===== config.mk =====
export PLATFORM = sky130hd
export DESIGN_NAME = nn_bus_master_flat
export DESIGN_NICKNAME = d
export VERILOG_FILES = /design/src/rtl/nn_bus_pkg.sv /design/src/rtl/nn_bus_master_if.sv /design/src/rtl/nn_rsp_fifo.sv /design/src/rtl/nn_bus_master.sv /design/src/flat_wrapper.sv
export SDC_FILE = /design/constraint.sdc
export NUM_CORES = 1
export LEC_CHECK = 0
export ABC_AREA = 1
export BUFFER_PORTS_ARGS = -buffer_cell sky130_fd_sc_hd__buf_4
export CORE_MARGIN = 10
export CORE_UTILIZATION = 50
export DETAILED_ROUTE_END_ITERATION = 16
export PLACE_DENSITY = 0.74
export REMOVE_ABC_BUFFERS = 1
export SLEW_MARGIN = 0
export SYNTH_ARGS = -nofsm -noshare
export SYNTH_HDL_FRONTEND = slang
export SYNTH_HIERARCHICAL = 1
export SYNTH_SLANG_ARGS = --single-unit

===== constraint.sdc =====
create_clock -name clk -period 8.8 [get_ports clk]
set_input_delay 1.32 -clock clk [delete_from_list [all_inputs] [get_ports clk]]
set_output_delay 1.32 -clock clk [all_outputs]
set_load 0.1 [all_outputs]

===== src/rtl/nn_bus_pkg.sv =====
// ============================================================================
// Module : nn_bus_pkg
// Brief  : Shared widths, command record and holding-state encoding for the NN bus master.
// Rev    : 1.0  initial release
// ============================================================================
`default_nettype none

package nn_bus_pkg;

  localparam int   NN_ADDR_W   = 20;
  localparam int   NN_DATA_W   = 32;
  localparam logic NN_RW_WRITE = 1'b1;

  typedef struct packed {
    logic                 rw;
    logic [NN_ADDR_W-1:0] addr;
    logic [NN_DATA_W-1:0] data;
  } nn_cmd_t;

  typedef enum logic [0:0] {
    HOLD_EMPTY = 1'b0,
    HOLD_HELD  = 1'b1
  } hold_state_t;

endpackage

`default_nettype wire


===== src/rtl/nn_bus_master_if.sv =====
// ============================================================================
// Module : nn_bus_master_if
// Brief  : Command stream, NN transfer bus and response stream of the NN bus master.
// Rev    : 1.0  initial release
// ============================================================================
`default_nettype none

interface nn_bus_master_if;
  import nn_bus_pkg::*;

  logic                 cmd_valid;
  logic                 cmd_ready;
  logic                 cmd_rw;
  logic [NN_ADDR_W-1:0] cmd_addr;
  logic [NN_DATA_W-1:0] cmd_data;

  logic                 RW;
  logic                 sel;
  logic [NN_ADDR_W-1:0] addr;
  logic [NN_DATA_W-1:0] din;
  logic [NN_DATA_W-1:0] dout;
  logic                 bus_stop;
  logic                 pushout;

  logic                 rsp_valid;
  logic                 rsp_ready;
  logic [NN_DATA_W-1:0] rsp_data;
  logic                 err_spurious;

  modport master (
    input  cmd_valid, cmd_rw, cmd_addr, cmd_data, dout, bus_stop, pushout, rsp_ready,
    output cmd_ready, RW, sel, addr, din, rsp_valid, rsp_data, err_spurious
  );

  modport slave (
    output cmd_valid, cmd_rw, cmd_addr, cmd_data, dout, bus_stop, pushout, rsp_ready,
    input  cmd_ready, RW, sel, addr, din, rsp_valid, rsp_data, err_spurious
  );

endinterface

`default_nettype wire


===== src/rtl/nn_rsp_fifo.sv =====
// ============================================================================
// Module : nn_rsp_fifo
// Brief  : Synchronous power-of-two FIFO with occupancy count; head reads as zero when empty.
// Rev    : 1.0  initial release
// ============================================================================
`default_nettype none

module nn_rsp_fifo #(
  parameter  int DEPTH = 4,
  parameter  int WIDTH = 32,
  localparam int PTR_W = $clog2(DEPTH),
  localparam int CNT_W = PTR_W + 1
) (
  input  wire logic             clk,
  input  wire logic             reset,
  input  wire logic             push,
  input  wire logic [WIDTH-1:0] push_data,
  input  wire logic             pop,
  output logic      [WIDTH-1:0] head,
  output logic                  valid,
  output logic      [CNT_W-1:0] count
);

  localparam logic [CNT_W-1:0] FULL_CNT = CNT_W'(DEPTH);

  logic [WIDTH-1:0] r_mem [DEPTH];
  logic [PTR_W-1:0] r_wr_ptr;
  logic [PTR_W-1:0] r_rd_ptr;
  logic [CNT_W-1:0] r_count;
  logic             w_push;
  logic             w_pop;

  assign w_pop  = pop && (r_count != '0);
  assign w_push = push && ((r_count != FULL_CNT) || w_pop);

  always_ff @(posedge clk) begin
    if (w_push) begin
      r_mem[r_wr_ptr] <= push_data;
    end
  end

  always_ff @(posedge clk or negedge reset) begin
    if (!reset) begin
      r_wr_ptr <= '0;
      r_rd_ptr <= '0;
      r_count  <= '0;
    end else begin
      if (w_push) r_wr_ptr <= r_wr_ptr + PTR_W'(1);
      if (w_pop)  r_rd_ptr <= r_rd_ptr + PTR_W'(1);
      case ({w_push, w_pop})
        2'b10:   r_count <= r_count + CNT_W'(1);
        2'b01:   r_count <= r_count - CNT_W'(1);
        default: r_count <= r_count;
      endcase
    end
  end

  // Gate the head so a flushed FIFO presents zero instead of stale storage.
  assign valid = (r_count != '0);
  assign head  = valid ? r_mem[r_rd_ptr] : '0;
  assign count = r_count;

endmodule

`default_nettype wire


===== src/rtl/nn_bus_master.sv =====
// ============================================================================
// Module : nn_bus_master
// Brief  : Issues queued commands as sel transfers to the NN block; credit-gated reads.
// Rev    : 1.0  initial release
// ============================================================================
`default_nettype none

module nn_bus_master
  import nn_bus_pkg::*;
#(
  parameter int RSP_DEPTH = 4
) (
  input wire logic        clk,
  input wire logic        reset,
  nn_bus_master_if.master bus
);

  localparam int               CNT_W        = $clog2(RSP_DEPTH) + 1;
  localparam logic [CNT_W:0]   CREDIT_LIMIT = (CNT_W + 1)'(RSP_DEPTH);

  hold_state_t      r_state;
  hold_state_t      w_state_nxt;
  nn_cmd_t          r_cmd;
  logic [CNT_W-1:0] r_outstanding;
  logic             r_err;
  logic [CNT_W-1:0] w_rsp_count;
  logic [CNT_W:0]   w_credit_sum;
  logic             w_credit_ok;
  logic             w_sel;
  logic             w_accept;
  logic             w_cmd_ready;
  logic             w_take;
  logic             w_rd_issue;
  logic             w_rd_return;
  logic             w_spurious;
  logic             w_rsp_pop;

  // Credit counts both queued responses and reads still in flight, so a return always fits.
  assign w_credit_sum = {1'b0, w_rsp_count} + {1'b0, r_outstanding};
  assign w_credit_ok  = (w_credit_sum < CREDIT_LIMIT);
  assign w_sel        = (r_state == HOLD_HELD) && ((r_cmd.rw == NN_RW_WRITE) || w_credit_ok);
  assign w_accept     = w_sel && !bus.bus_stop;
  assign w_cmd_ready  = (r_state == HOLD_EMPTY) || w_accept;
  assign w_take       = bus.cmd_valid && w_cmd_ready;
  assign w_rd_issue   = w_accept && (r_cmd.rw != NN_RW_WRITE);
  assign w_rd_return  = bus.pushout && (r_outstanding != '0);
  assign w_spurious   = bus.pushout && (r_outstanding == '0);
  assign w_rsp_pop    = bus.rsp_valid && bus.rsp_ready;

  always_ff @(posedge clk or negedge reset) begin
    if (!reset) begin
      r_state <= HOLD_EMPTY;
    end else begin
      r_state <= w_state_nxt;
    end
  end

  always_comb begin
    w_state_nxt = r_state;
    case (r_state)
      HOLD_EMPTY: if (w_take) w_state_nxt = HOLD_HELD;
      HOLD_HELD:  if (w_accept && !w_take) w_state_nxt = HOLD_EMPTY;
      default:    w_state_nxt = HOLD_EMPTY;
    endcase
  end

  always_ff @(posedge clk or negedge reset) begin
    if (!reset) begin
      r_cmd <= '0;
    end else if (w_take) begin
      r_cmd <= {bus.cmd_rw, bus.cmd_addr, bus.cmd_data};
    end
  end

  always_ff @(posedge clk or negedge reset) begin
    if (!reset) begin
      r_outstanding <= '0;
      r_err         <= 1'b0;
    end else begin
      case ({w_rd_issue, w_rd_return})
        2'b10:   r_outstanding <= r_outstanding + CNT_W'(1);
        2'b01:   r_outstanding <= r_outstanding - CNT_W'(1);
        default: r_outstanding <= r_outstanding;
      endcase
      if (w_spurious) r_err <= 1'b1;
    end
  end

  nn_rsp_fifo #(
    .DEPTH (RSP_DEPTH),
    .WIDTH (NN_DATA_W)
  ) u_rsp_fifo (
    .clk       (clk),
    .reset     (reset),
    .push      (w_rd_return),
    .push_data (bus.dout),
    .pop       (w_rsp_pop),
    .head      (bus.rsp_data),
    .valid     (bus.rsp_valid),
    .count     (w_rsp_count)
  );

  assign bus.sel          = w_sel;
  assign bus.RW           = r_cmd.rw;
  assign bus.addr         = r_cmd.addr;
  assign bus.din          = r_cmd.data;
  assign bus.cmd_ready    = w_cmd_ready;
  assign bus.err_spurious = r_err;

endmodule

`default_nettype wire


===== src/flat_wrapper.sv =====
// flat-port wrapper written by rule: the top's interface ports become plain ports
module nn_bus_master_flat import nn_bus_pkg::*;
#(
  parameter int RSP_DEPTH = 4
)
  (clk, reset, bus_cmd_valid, bus_cmd_rw, bus_cmd_addr, bus_cmd_data, bus_dout, bus_bus_stop, bus_pushout, bus_rsp_ready, bus_cmd_ready, bus_RW, bus_sel, bus_addr, bus_din, bus_rsp_valid, bus_rsp_data, bus_err_spurious);
  nn_bus_master_if bus_i ();
  input wire logic clk;
  input wire logic reset;
  input wire logic [$bits(bus_i.cmd_valid)-1:0] bus_cmd_valid;
  input wire logic [$bits(bus_i.cmd_rw)-1:0] bus_cmd_rw;
  input wire logic [$bits(bus_i.cmd_addr)-1:0] bus_cmd_addr;
  input wire logic [$bits(bus_i.cmd_data)-1:0] bus_cmd_data;
  input wire logic [$bits(bus_i.dout)-1:0] bus_dout;
  input wire logic [$bits(bus_i.bus_stop)-1:0] bus_bus_stop;
  input wire logic [$bits(bus_i.pushout)-1:0] bus_pushout;
  input wire logic [$bits(bus_i.rsp_ready)-1:0] bus_rsp_ready;
  output wire logic [$bits(bus_i.cmd_ready)-1:0] bus_cmd_ready;
  output wire logic [$bits(bus_i.RW)-1:0] bus_RW;
  output wire logic [$bits(bus_i.sel)-1:0] bus_sel;
  output wire logic [$bits(bus_i.addr)-1:0] bus_addr;
  output wire logic [$bits(bus_i.din)-1:0] bus_din;
  output wire logic [$bits(bus_i.rsp_valid)-1:0] bus_rsp_valid;
  output wire logic [$bits(bus_i.rsp_data)-1:0] bus_rsp_data;
  output wire logic [$bits(bus_i.err_spurious)-1:0] bus_err_spurious;
  assign bus_i.cmd_valid = bus_cmd_valid;
  assign bus_i.cmd_rw = bus_cmd_rw;
  assign bus_i.cmd_addr = bus_cmd_addr;
  assign bus_i.cmd_data = bus_cmd_data;
  assign bus_i.dout = bus_dout;
  assign bus_i.bus_stop = bus_bus_stop;
  assign bus_i.pushout = bus_pushout;
  assign bus_i.rsp_ready = bus_rsp_ready;
  assign bus_cmd_ready = bus_i.cmd_ready;
  assign bus_RW = bus_i.RW;
  assign bus_sel = bus_i.sel;
  assign bus_addr = bus_i.addr;
  assign bus_din = bus_i.din;
  assign bus_rsp_valid = bus_i.rsp_valid;
  assign bus_rsp_data = bus_i.rsp_data;
  assign bus_err_spurious = bus_i.err_spurious;
  nn_bus_master #(.RSP_DEPTH(RSP_DEPTH)) u_core (.clk(clk), .reset(reset), .bus(bus_i));
endmodule

After elaboration in Yosys (flattened, before gate mapping). Memories as Yosys holds them, arrays and structs flattened. Cells that the tools add are included.

Register bits: 65. RAM bits: 128. Bits of input ports: 91. Output and inout port bits: 89. Memories: 1.

Add/sub/neg operators: 7. Magnitude comparators: 1. Eq/ne operators: 5. Mux-type cells: 8. Bitwise gates (word level): 2. Reductions and logical operators: 20.

Memories: u_core.u_rsp_fifo.r_mem (depth 4, bits a word 32, rd ports 1, clocked after Yosys merged registers in 0, write ports 1, RTL line nn_rsp_fifo.sv:26) `logic [WIDTH-1:0] r_mem [DEPTH];`.

Operators by type and width (number): $mux 32 (1); $pmux 3 s2 (2); $logic_and 1x1->1 (10); $add 3x1->3 const B (2); $reduce_bool 3->1 (2); $sub 3x1->3 const B (2); $add 2x1->2 const B (2); $add 3x3->4 (1); $eq 2x1->1 const B (2); $eq 2x2->1 const B (2); $lt 4x3->1 const B (1); $mux 1 (4); $reduce_bool 2->1 (2); $logic_not 3->1 (1); $logic_or 1x1->1 (3); $ne 3x3->1 const B (1); $logic_not 1->1 (2); $not 1->1 (2); $pmux 1 s2 (1).

Longest topological paths before layout. Gate-level depths: netlist of run 1.

Word-level depth: 11. Gate-level depth with buffers: 11. Mapped depth without buffers: 11.

Hierarchy. The synthesis of run 1 kept the hierarchy.

By module, submodules not included: nn_rsp_fifo (times used 1, cells each 433, area an instance 5421.4 um^2); nn_bus_master (times used 1, cells each 266, area an instance 2781.4 um^2).

Worst setup path after synthesis of run 1. OpenSTA, ideal clock, no wires.

Kind: register -> output. From: register u_core.r_cmd (netlist bit u_core/bus.RW). To: output port bus_sel. Arrival: 3.389 ns. Required time: 7.480 ns. Path slack: 4.091 ns. Stages on the path, launching flop included: 3. Buffers on the path: 0. Path through: dfrtp_1 inv_1 a21boi_0.

Longest elaborated chain between the ends: 2.

RTL lines: start, declared (RTL line nn_bus_master.sv:23) `nn_cmd_t r_cmd;`; start signal, assigned (RTL line nn_bus_master.sv:71) `r_cmd <= {bus.cmd_rw, bus.cmd_addr, bus.cmd_data};`; $logic_or 1x1->1 (RTL line nn_bus_master.sv:41) `assign w_sel = (r_state == HOLD_HELD) && ((r_cmd.rw == NN_RW_WRITE) || w_credit_ok);`; $logic_and 1x1->1 (RTL line nn_bus_master.sv:41); end, declared (RTL line flat_wrapper.sv:20) `output wire logic [$bits(bus_i.sel)-1:0] bus_sel;`.

No other way between the ends.

Worst setup path in the final report of run 1.
From: register u_core.u_rsp_fifo.r_rd_ptr[0]. To: output port bus_rsp_data[18].

Longest elaborated chain between the ends: 2.

RTL lines: start, declared (RTL line nn_rsp_fifo.sv:28) `logic [PTR_W-1:0] r_rd_ptr;`; start signal, assigned (RTL line nn_rsp_fifo.sv:49) `if (w_pop) r_rd_ptr <= r_rd_ptr + PTR_W'(1);`; $mem_v2 4x32; $mux 32 (RTL line nn_rsp_fifo.sv:60) `assign head = valid ? r_mem[r_rd_ptr] : '0;`; end, declared (RTL line flat_wrapper.sv:24) `output wire logic [$bits(bus_i.rsp_data)-1:0] bus_rsp_data;`.

No other way between the ends.

==> reports/summary.txt, run 1 <==
status -> complete, no violations
depth of the worst hold-timing path -> 2
Clock transition at path regs -> 70 ps
Final nets -> 957
initial antenna violation count -> 0
root buf cell -> clkbuf_16
WL/cell -> 17.7 um
register bit total from synthesis -> 193
vias per cell -> 5.06
TritonCTS Buffers -> 17
placed cells -> 1,054
Slew Limit Fails -> 0
Layout Cells excl Fill -> 1,086
CTS tree -> yes
Syn Inst Count -> 699
total grt overflow -> 0
FILL cells -> 1,289
Hold-fix buffers, CTS -> 0
Starting Density -> 51.3%
TNS Setup -> 0 ps
Worst-Margin Slew -> 1250 ps
gr usage total -> 17.4%
DR vias -> 5,500
post-synthesis sequential area ratio -> 66.7%
Setup crit start kind -> flip-flop
largest net degree at the start of global routing -> 67
Detail Route Antenna Nets -> 0
CP required -> 7480 ps
Die X -> 148 um
max_slew headroom -> 16.4%
clock buffer depth -> 2
first-pass GRT wire length -> 30,300 um
crit share post-route -> 51.1%
worst clock skew -> 9.43 ps
number of synthesized flops with an enable pin -> 128
Chip Height -> 148 um
MaxCap Viol Count -> 0
worst hold path class -> flip-flop to flip-flop
Core ar. -> 16,000 um2
final setup vio count -> 0
TritonRoute pass-1 iters -> 5
number of distinct library cells after synthesis -> 27
Final Hold Vio Count -> 0
Clock Sinks -> 193
# DRC -> 0
layout cells sized above 1 -> 31.8%
FP Rows -> 46
Post-synth ARST share -> 33.7%
unrepaired setup endpoints after global routing -> false
Cell Area, Synth -> 8200 um2
Most used DFF post-synth -> edfxtp_1
Syn-to-layout area delta -> 23.2%
Max H-tree Level -> 4
Routability Congestion -> 0.767
diode count -> 0
Syn. warnings -> 6
IO buf count -> 179
multi-input combinational cell area -> 2320 um2
postcts setup bufs -> 0
Final min period -> 4490 ps
post-CTS resize count -> 0
DRT Wirelength -> 19,200 um
reg2reg path depth -> 4
Crit. End Element -> output pin
Synth Area per Inst -> 11.7 um2
critical path class -> flip-flop to output pin
Ports -> 180
Detail Placement HPWL -> 12,400 um
vias in the first global route -> 5,760
achievable frequency -> 223 MHz
CP arrival -> 3170 ps
CP Max Fanout -> 66
DR iter-0 viols -> 286
clk_lat worst skew -> 430 ps
Die Footprint -> 21,900 um2
Sequential Area -> 5470 um2
-- worst max-delay path, cell delays in order, from the launching register on --
cell     delay (ps)
dfrtp_2        1140
inv_2           730
o21ai_0         410
a21oi_1         110
buf_4           300
-- through the flow --
step / cell area [um2] / hold slack (ps) / setup WS [ps] / utilization, %
floorplan: 7850 / 474 / 4090 / -
global placement: 9500 / 455 / 4790 / 59.4
detailed placement: 9500 / 460 / 4750 / 59.4
CTS: 10100 / 477 / 4290 / 63.2
global route: 10100 / 492 / 4050 / 63.2
finish: 10100 / 475 / 4310 / 63.2
-- cell families after synthesis --
kind of cell	after synthesis	synth area share, %
buffers and inverters	65	5.41
adders and majority gates	9	1.56
AOI/OAI and AO/OA	106	6.71
and+or+nand+nor	321	19.1
xor gates and xnor gates	5	0.534
DFF	193	66.7
-- state kept, by name, indices dropped and copies added (netlist names) --
signal and count:
u_core/r_state 1, u_core/bus.addr 20, u_core/bus.din 32, u_core/u_rsp_fifo/r_mem 128, u_core/u_rsp_fifo/r_wr_ptr 2, u_core/r_outstanding 3, u_core/u_rsp_fifo/count 3, u_core/bus.err_spurious 1
u_core/u_rsp_fifo/r_rd_ptr 2, u_core/bus.RW 1
-- layer usage --
metal	part of all wire, %	track usage, %	wire length, um
met5	0	0	0
met3	13	10.6	2560
met4	0.69	5.35	133
met1	40	19.9	7710
met2	46	26.7	8780
-- final cells by class --
type	count	area share, %
flip-flops and latches	193	54.1
multi-input cells	441	22.9
repair buffers	180	13.4
clock buffers	22	5.14
well taps	216	2.67
inverters	24	0.891
clock inverters	10	0.879
-- synthesized netlist by cell type (2+ instances only) --
cell	n	area share, %
nor2_1	138	6.3
edfxtp_1	128	47
nand2_1	114	5.2
dfrtp_1	65	20
nand3_2	51	6.2
a21oi_1	35	2.1
o21ai_0	34	2.1
o21ai_1	33	2.0
inv_1	23	1.1
buf_2	11	0.67
buf_4	11	1.0
nand3_1	10	0.61
ha_1	7	1.1
buf_12	6	1.5
buf_6	6	0.82
clkbuf_1	5	0.23
nand2_2	4	0.31
xor2_1	3	0.32
a21boi_0	2	0.18
clkbuf_2	2	0.12
fa_1	2	0.49
nand2_4	2	0.27
nand4_1	2	0.15
xnor2_1	2	0.21
-- cells in the final DEF, fill, tap and decap left out, drive strengths merged --
| master | netlist | final |
|---|---|---|
| nor2 | 138 | 138 |
| xnor2 | 2 | 2 |
| inv | 24 | 29 |
| edfxtp | 128 | 128 |
| dfrtp | 65 | 65 |
| clkinv | 0 | 2 |
| o21ai | 68 | 68 |
| nand3 | 61 | 61 |
| a21boi | 2 | 2 |
| nand2 | 120 | 120 |
| a21oi | 35 | 35 |
| xor2 | 3 | 3 |
| ha | 7 | 7 |
| a31o | 1 | 1 |
| clkbuf | 7 | 22 |
| clkinvlp | 0 | 2 |
| bufinv | 0 | 1 |
| buf | 34 | 180 |
| nand4 | 2 | 2 |
| fa | 2 | 2 |
-- worst paths after layout --
path / startpoint / end / slack (ps)
worst min register to register: u_core/bus.din[26]$_DFFE_PN0P_ / u_core/bus.din[26]$_DFFE_PN0P_ / 470
min in group asynchronous: reset / u_core/bus.din[27]$_DFFE_PN0P_ / 970
worst min-delay path: u_core/bus.din[26]$_DFFE_PN0P_ / u_core/bus.din[26]$_DFFE_PN0P_ / 470
max in group asynchronous: reset / u_core/u_rsp_fifo/r_rd_ptr[0]$_DFFE_PN0N_ / 7190
worst max-delay path: u_core/u_rsp_fifo/r_rd_ptr[0]$_DFFE_PN0N_ / bus_rsp_data[18] / 4310
worst max register to register: u_core/r_outstanding[0]$_DFFE_PN0P_ / u_core/u_rsp_fifo/r_mem[1][10]$_DFFE_PP_ / 6030
Power of run 1 is not shown: default switching activity piles up to over one toggle a cycle in this logic, so the estimate is an artifact.
==> run 2, diff against run 1 <==
--- a/config.mk
+++ b/config.mk
@@ -8,9 +8,9 @@
 export ABC_AREA = 1
 export BUFFER_PORTS_ARGS = -buffer_cell sky130_fd_sc_hd__buf_4
 export CORE_MARGIN = 10
-export CORE_UTILIZATION = 50
+export CORE_UTILIZATION = 49
 export DETAILED_ROUTE_END_ITERATION = 16
-export PLACE_DENSITY = 0.74
+export PLACE_DENSITY = 0.76
 export REMOVE_ABC_BUFFERS = 1
 export SLEW_MARGIN = 0
 export SYNTH_ARGS = -nofsm -noshare
==> constraint.sdc (replaced) <==
create_clock -name clk -period 3.8 [get_ports clk]
set_input_delay 0.57 -clock clk [delete_from_list [all_inputs] [get_ports clk]]
set_output_delay 0.57 -clock clk [all_outputs]
set_load 0.1 [all_outputs]
==> run 2 against run 1 <==
  * Register-to-register slack got worse by 4600 ps
  * Utilization is 1.3 points lower
  * Sequential cell count unchanged
  * Clock-buffer cell count shrank 1
  * Non-clock buffer count increased by 10
  * Design area rose by 1.2%
  * Hold slack got worse by 250 ps
  * Wire length down 2.0%
  * First-iteration DRC count grew 11%
  * Critical path depth rose by 1
  * Setup slack got worse by 3400 ps
  * Via count up 0.11%
==> reports/summary.txt, run 2 (synthesis gave the netlist of run 1 again) <==
status -> complete, no violations (unchanged)
layout cells sized above 1 -> 32.5% (was 31.8%)
Core ar. -> 16,500 um2 (was 16,000 um2)
Final min period -> 2890 ps
RR Endpoint -> u_core/bus.addr[5]$_DFFE_PN0P_ (was u_core/u_rsp_fifo/r_mem[1][10]$_DFFE_PP_)
final setup vio count -> 0 (unchanged)
Detail Placement HPWL -> 12,600 um (was 12,400 um)
max_slew headroom -> 22.6% (was 16.4%)
achievable frequency -> 346 MHz
initial antenna violation count -> 0 (unchanged)
Clock transition at path regs -> 70 ps (about the same)
MaxCap Viol Count -> 0 (unchanged)
Chip Height -> 149 um (was 148 um)
critical path class -> flip-flop to output pin (unchanged)
R2R setup slack -> 1460 ps (was 6030 ps)
Clock Sinks -> 193 (unchanged)
clk_lat worst skew -> 420 ps (was 430 ps)
WL/cell -> 17.1 um (was 17.7 um)
worst hold path class -> input port to asynchronous set/reset pin (was flip-flop to flip-flop)
first-pass GRT wire length -> 30,000 um (was 30,300 um)
CP Max Fanout -> 48 (was 66)
Hold-fix buffers, CTS -> 0 (unchanged)
largest net degree at the start of global routing -> 66 (was 67)
Ports -> 180 (unchanged)
vias in the first global route -> 5,793 (was 5,760)
root buf cell -> clkbuf_16 (unchanged)
Setup crit start kind -> flip-flop (unchanged)
unrepaired setup endpoints after global routing -> false (unchanged)
Starting Density -> 49.6% (was 51.3%)
# DRC -> 0 (unchanged)
CP required -> 3230 ps (was 7480 ps)
Largest register FFs -> 128 (unchanged)
TritonCTS Buffers -> 17 (unchanged)
Die X -> 149 um (was 148 um)
post-CTS resize count -> 0 (unchanged)
CTS tree -> yes (unchanged)
Crit. End Element -> output pin (unchanged)
diode count -> 0 (unchanged)
TNS Setup -> 0 ps (unchanged)
Die Footprint -> 22,300 um2 (was 21,900 um2)
reg2reg path depth -> 9 (was 4)
postcts setup bufs -> 0 (unchanged)
Worst-Margin Slew -> 1160 ps (was 1250 ps)
worst clock skew -> 15.5 ps (was 9.43 ps)
Worst R2R Start -> u_core/r_outstanding[2]$_DFFE_PN0P_ (was u_core/r_outstanding[0]$_DFFE_PN0P_)
Fin Hold WS -> 225 ps (was 475 ps)
CP arrival -> 2320 ps (was 3170 ps)
clock buffer depth -> 2 (unchanged)
Max H-tree Level -> 4 (unchanged)
Biggest register -> u_core/u_rsp_fifo/r_mem (unchanged)
crit share post-route -> 76.2%
total grt overflow -> 0 (unchanged)
Setup crit end -> bus_rsp_data[31] (was bus_rsp_data[18])
TritonRoute pass-1 iters -> 4 (was 5)
FP Rows -> 47 (was 46)
most common cell after layout, fill and taps aside -> buf_4 (unchanged)
Critical path origin -> u_core/u_rsp_fifo/r_rd_ptr[0]$_DFFE_PN0N_ (unchanged)
DR vias -> 5,506 (was 5,500)
Slew Limit Fails -> 0 (unchanged)
IO buf count -> 179 (unchanged)
gr usage total -> 17.0% (was 17.4%)
Routability Congestion -> 0.761 (was 0.767)
Final nets -> 967 (was 957)
vias per cell -> 5.01 (was 5.06)
Syn-to-layout area delta -> 24.7% (was 23.2%)
DR iter-0 viols -> 318 (was 286)
DRT Wirelength -> 18,800 um (was 19,200 um)
Final Hold Vio Count -> 0 (unchanged)
most frequent cells in the layout -> 190 x buf_4, 134 x nor2_1, 128 x edfxtp_1 (was 180 x buf_4, 134 x nor2_1, 128 x edfxtp_1)
Detail Route Antenna Nets -> 0 (unchanged)
## run 2: worst min path at each step
stage,depth (start not counted),endpoint,slack (ps),from
floorplan,0,u_core/bus.RW$_DFFE_PN0P_,270,reset
CTS,1,u_core/bus.addr[19]$_DFFE_PN0P_,270,reset
detailed placement,2,u_core/bus.addr[0]$_DFFE_PN0P_,460,u_core/bus.addr[0]$_DFFE_PN0P_
global placement,2,u_core/bus.din[18]$_DFFE_PN0P_,450,u_core/bus.din[18]$_DFFE_PN0P_
global route,1,u_core/bus.addr[19]$_DFFE_PN0P_,290,reset
finish,1,u_core/bus.addr[19]$_DFFE_PN0P_,220,reset
## run 2: critical path, cell delays in order (launching register included)
cell,delay [ps]
dfrtp_2,410
inv_2,560
buf_4,330
o21ai_0,120
a21oi_1,160
buf_4,310
## run 2: metrics by stage
step	area, um2	util [%]	std cells	setup WS [ps]
after floorplan	7850	-	658	-806
after global placement	9580	58.0	1068	1410
after detailed placement	9580	58.0	1068	1320
after CTS	10200	61.9	1100	859
after global routing	10200	61.9	1100	715
final	10200	61.9	1100	906
## run 2: metal layers
layer  track usage (%)  vias up  share of wire, %
met1              19.6     2603                40
met4              4.96        0              0.55
met2              25.9      190                46
met3              10.2        8                13
li1                  -     2705                 -
met5                 0        -                 0
## run 2: cell type report
type	instances	area, um2
multi-input combinational	441	2320
tap	220	275
timing repair buffer	190	1430
sequential	193	5470
clock inverter	11	166
fill	1295	6290
inverter	24	90.1
clock buffer	21	482
Power of run 2 is left out for the same reason.
==> run 3, diff against run 2 <==
--- a/config.mk
+++ b/config.mk
@@ -8,9 +8,9 @@
 export ABC_AREA = 1
 export BUFFER_PORTS_ARGS = -buffer_cell sky130_fd_sc_hd__buf_4
 export CORE_MARGIN = 10
-export CORE_UTILIZATION = 49
+export CORE_UTILIZATION = 50
 export DETAILED_ROUTE_END_ITERATION = 16
-export PLACE_DENSITY = 0.76
+export PLACE_DENSITY = 0.74
 export REMOVE_ABC_BUFFERS = 1
 export SLEW_MARGIN = 0
 export SYNTH_ARGS = -nofsm -noshare
==> constraint.sdc (replaced) <==
create_clock -name clk -period 3.05 [get_ports clk]
set_input_delay 0.4575 -clock clk [delete_from_list [all_inputs] [get_ports clk]]
set_output_delay 0.4575 -clock clk [all_outputs]
set_load 0.1 [all_outputs]
==> run 3 against run 2 <==
  * Clock skew fell by 4.2 ps
  * Design area decreased by 0.11%
  * Global-route usage up 0.77 points
  * Highest routed layer unchanged
==> reports/summary.txt, run 3 (synthesis gave the netlist of run 1 again) <==
clock buffer depth -> 2 (unchanged)
Setup crit start kind -> flip-flop (unchanged)
most common cell after layout, fill and taps aside -> buf_4 (unchanged)
Ports -> 180 (unchanged)
Largest register FFs -> 128 (unchanged)
slowest cell on the critical path -> buf_4 (was inv_2)
vias per cell -> 5.07 (was 5.01)
worst clock skew -> 11.3 ps (was 15.5 ps)
total grt overflow -> 0 (unchanged)
reg2reg path depth -> 9 (unchanged)
crit-path max cell delay -> 550 ps (was 560 ps)
Slew Limit Fails -> 0 (unchanged)
DR iter-0 viols -> 240 (was 318)
root buf cell -> clkbuf_16 (unchanged)
Fin Hold WS -> 124 ps (was 225 ps)
RR Endpoint -> u_core/r_outstanding[1]$_DFFE_PN0P_ (was u_core/bus.addr[5]$_DFFE_PN0P_)
CP arrival -> 2260 ps (was 2320 ps)
Starting Density -> 51.3% (was 49.6%)
Clock Sinks -> 193 (unchanged)
Worst R2R Start -> u_core/r_outstanding[2]$_DFFE_PN0P_ (unchanged)
CTS tree -> yes (unchanged)
Crit path max-delay family -> buffers and inverters (unchanged)
Final nets -> 969 (was 967)
Cell Chain, Critical Path -> buf_4 > nor2_1 > nor2_1 > o21ai_1 > a21oi_1 > buf_4 (was inv_2 > buf_4 > o21ai_0 > a21oi_1 > buf_4)
layout cells sized above 1 -> 32.2% (was 32.5%)
IO buf count -> 179 (unchanged)
crit share post-route -> 89.1%
Biggest register -> u_core/u_rsp_fifo/r_mem (unchanged)
Chip Height -> 148 um (was 149 um)
Die Footprint -> 21,900 um2 (was 22,300 um2)
final instance area -> 10,200 um2 (about the same)
max_slew headroom -> 44.3% (was 22.6%)
Max H-tree Level -> 4 (unchanged)
Clock transition at path regs -> 70 ps (about the same)
# DRC -> 0 (unchanged)
Detail Route Antenna Nets -> 0 (unchanged)
Buf/Inv on CP -> 2 (was 3)
initial antenna violation count -> 0 (unchanged)
MaxCap Viol Count -> 0 (unchanged)
clk_lat worst skew -> 430 ps (was 420 ps)
critical path class -> flip-flop to output pin (unchanged)
Core ar. -> 16,000 um2 (was 16,500 um2)
post-CTS resize count -> 0 (unchanged)
achievable frequency -> 368 MHz
CP Max Fanout -> 65 (was 48)
status -> complete, no violations (unchanged)
R2R setup slack -> 820 ps (was 1460 ps)
Routability Congestion -> 0.785 (was 0.761)
unrepaired setup endpoints after global routing -> false (unchanged)
FP Rows -> 46 (was 47)
postcts setup bufs -> 0 (unchanged)
Final Hold Vio Count -> 0 (unchanged)
Die X -> 148 um (was 149 um)
CP required -> 2590 ps (was 3230 ps)
Syn-to-layout area delta -> 24.6% (was 24.7%)
TritonRoute pass-1 iters -> 4 (unchanged)
Detail Placement HPWL -> 12,800 um (was 12,600 um)
Hold-fix buffers, CTS -> 0 (unchanged)
WL/cell -> 17.6 um (was 17.1 um)
DRT Wirelength -> 19,300 um (was 18,800 um)
first-pass GRT wire length -> 30,700 um (was 30,000 um)
vias in the first global route -> 5,784 (was 5,793)
DR vias -> 5,557 (was 5,506)
Final min period -> 2720 ps
Worst-Margin Slew -> 835 ps (was 1160 ps)
gr usage total -> 17.7% (was 17.0%)
final setup vio count -> 0 (unchanged)
worst hold path class -> input port to asynchronous set/reset pin (unchanged)
TritonCTS Buffers -> 17 (unchanged)
Crit. End Element -> output pin (unchanged)
area post-placement -> 9650 um2 (was 9580 um2)
largest net degree at the start of global routing -> 66 (unchanged)
most frequent cells in the layout -> 187 x buf_4, 134 x nor2_1, 128 x edfxtp_1 (was 190 x buf_4, 134 x nor2_1, 128 x edfxtp_1)
diode count -> 0 (unchanged)
-- run 3: cell types whose count changed in the layout (fill, tap and decap cells not counted), moves of 2 or more --
cell and delta:
inv_8 -3, clkbuf_8 -2, inv_6 +2, clkinv_1 +4, buf_12 +5, buf_4 -3
-- run 3: worst register-to-register path, cell delays in order (launching register included) --
cell	delay, ps
dfrtp_1	410
ha_1	300
nor2_1	120
nand3_2	100
a21boi_0	230
nand3_1	110
ha_1	190
inv_1	90
fa_1	410
o21ai_0	190
-- run 3: cell type report --
class                           count  area [um2]
Multi-Input combinational cell    441        2320
Sequential cell                   193        5470
Clock buffer                       17         425
Inverter                           24        90.1
Fill cell                        1284        5780
Clock inverter                     14         139
Tap cell                          216         270
Timing Repair Buffer              192        1500
-- run 3: worst max path at each step --
stage / startpoint / slack [ps] / cells past startpoint / endpoint
5_1_grt: u_core/u_rsp_fifo/r_rd_ptr[0]$_DFFE_PN0N_ / 170 / 6 / bus_rsp_data[31]
3_3_place_gp: u_core/u_rsp_fifo/r_rd_ptr[0]$_DFFE_PN0N_ / 850 / 6 / bus_rsp_data[4]
4_1_cts: u_core/u_rsp_fifo/r_rd_ptr[0]$_DFFE_PN0N_ / 290 / 6 / bus_rsp_data[11]
3_5_place_dp: u_core/u_rsp_fifo/r_rd_ptr[0]$_DFFE_PN0N_ / 780 / 6 / bus_rsp_data[11]
6_report: u_core/u_rsp_fifo/r_rd_ptr[0]$_DFFE_PN0N_ / 330 / 6 / bus_rsp_data[11]
2_1_floorplan: u_core/bus.RW$_DFFE_PN0P_ / -1560 / 7 / u_core/r_outstanding[1]$_DFFE_PN0P_
-- run 3: per-layer routing --
metal  track usage (%)  share of wire, %  up-vias
met5                 0                 0        -
met4              5.25               1.1        0
met3              10.4                13       17
met2              26.5                45      205
met1              21.1                41     2626
li1                  -                 -     2709
-- run 3: metrics by stage --
| step | setup WS, ps | cells | util (%) | TNS, ps |
|---|---|---|---|---|
| 2_1_floorplan | -1560 | 658 | - | -36960 |
| 3_3_place_gp | 847 | 1066 | 60.3 | 0 |
| 3_5_place_dp | 781 | 1066 | 60.3 | 0 |
| 4_1_cts | 289 | 1097 | 63.9 | 0 |
| 5_1_grt | 170 | 1097 | 63.9 | 0 |
| 6_report | 331 | 1097 | 63.9 | 0 |
Power of run 3 is left out for the same reason.
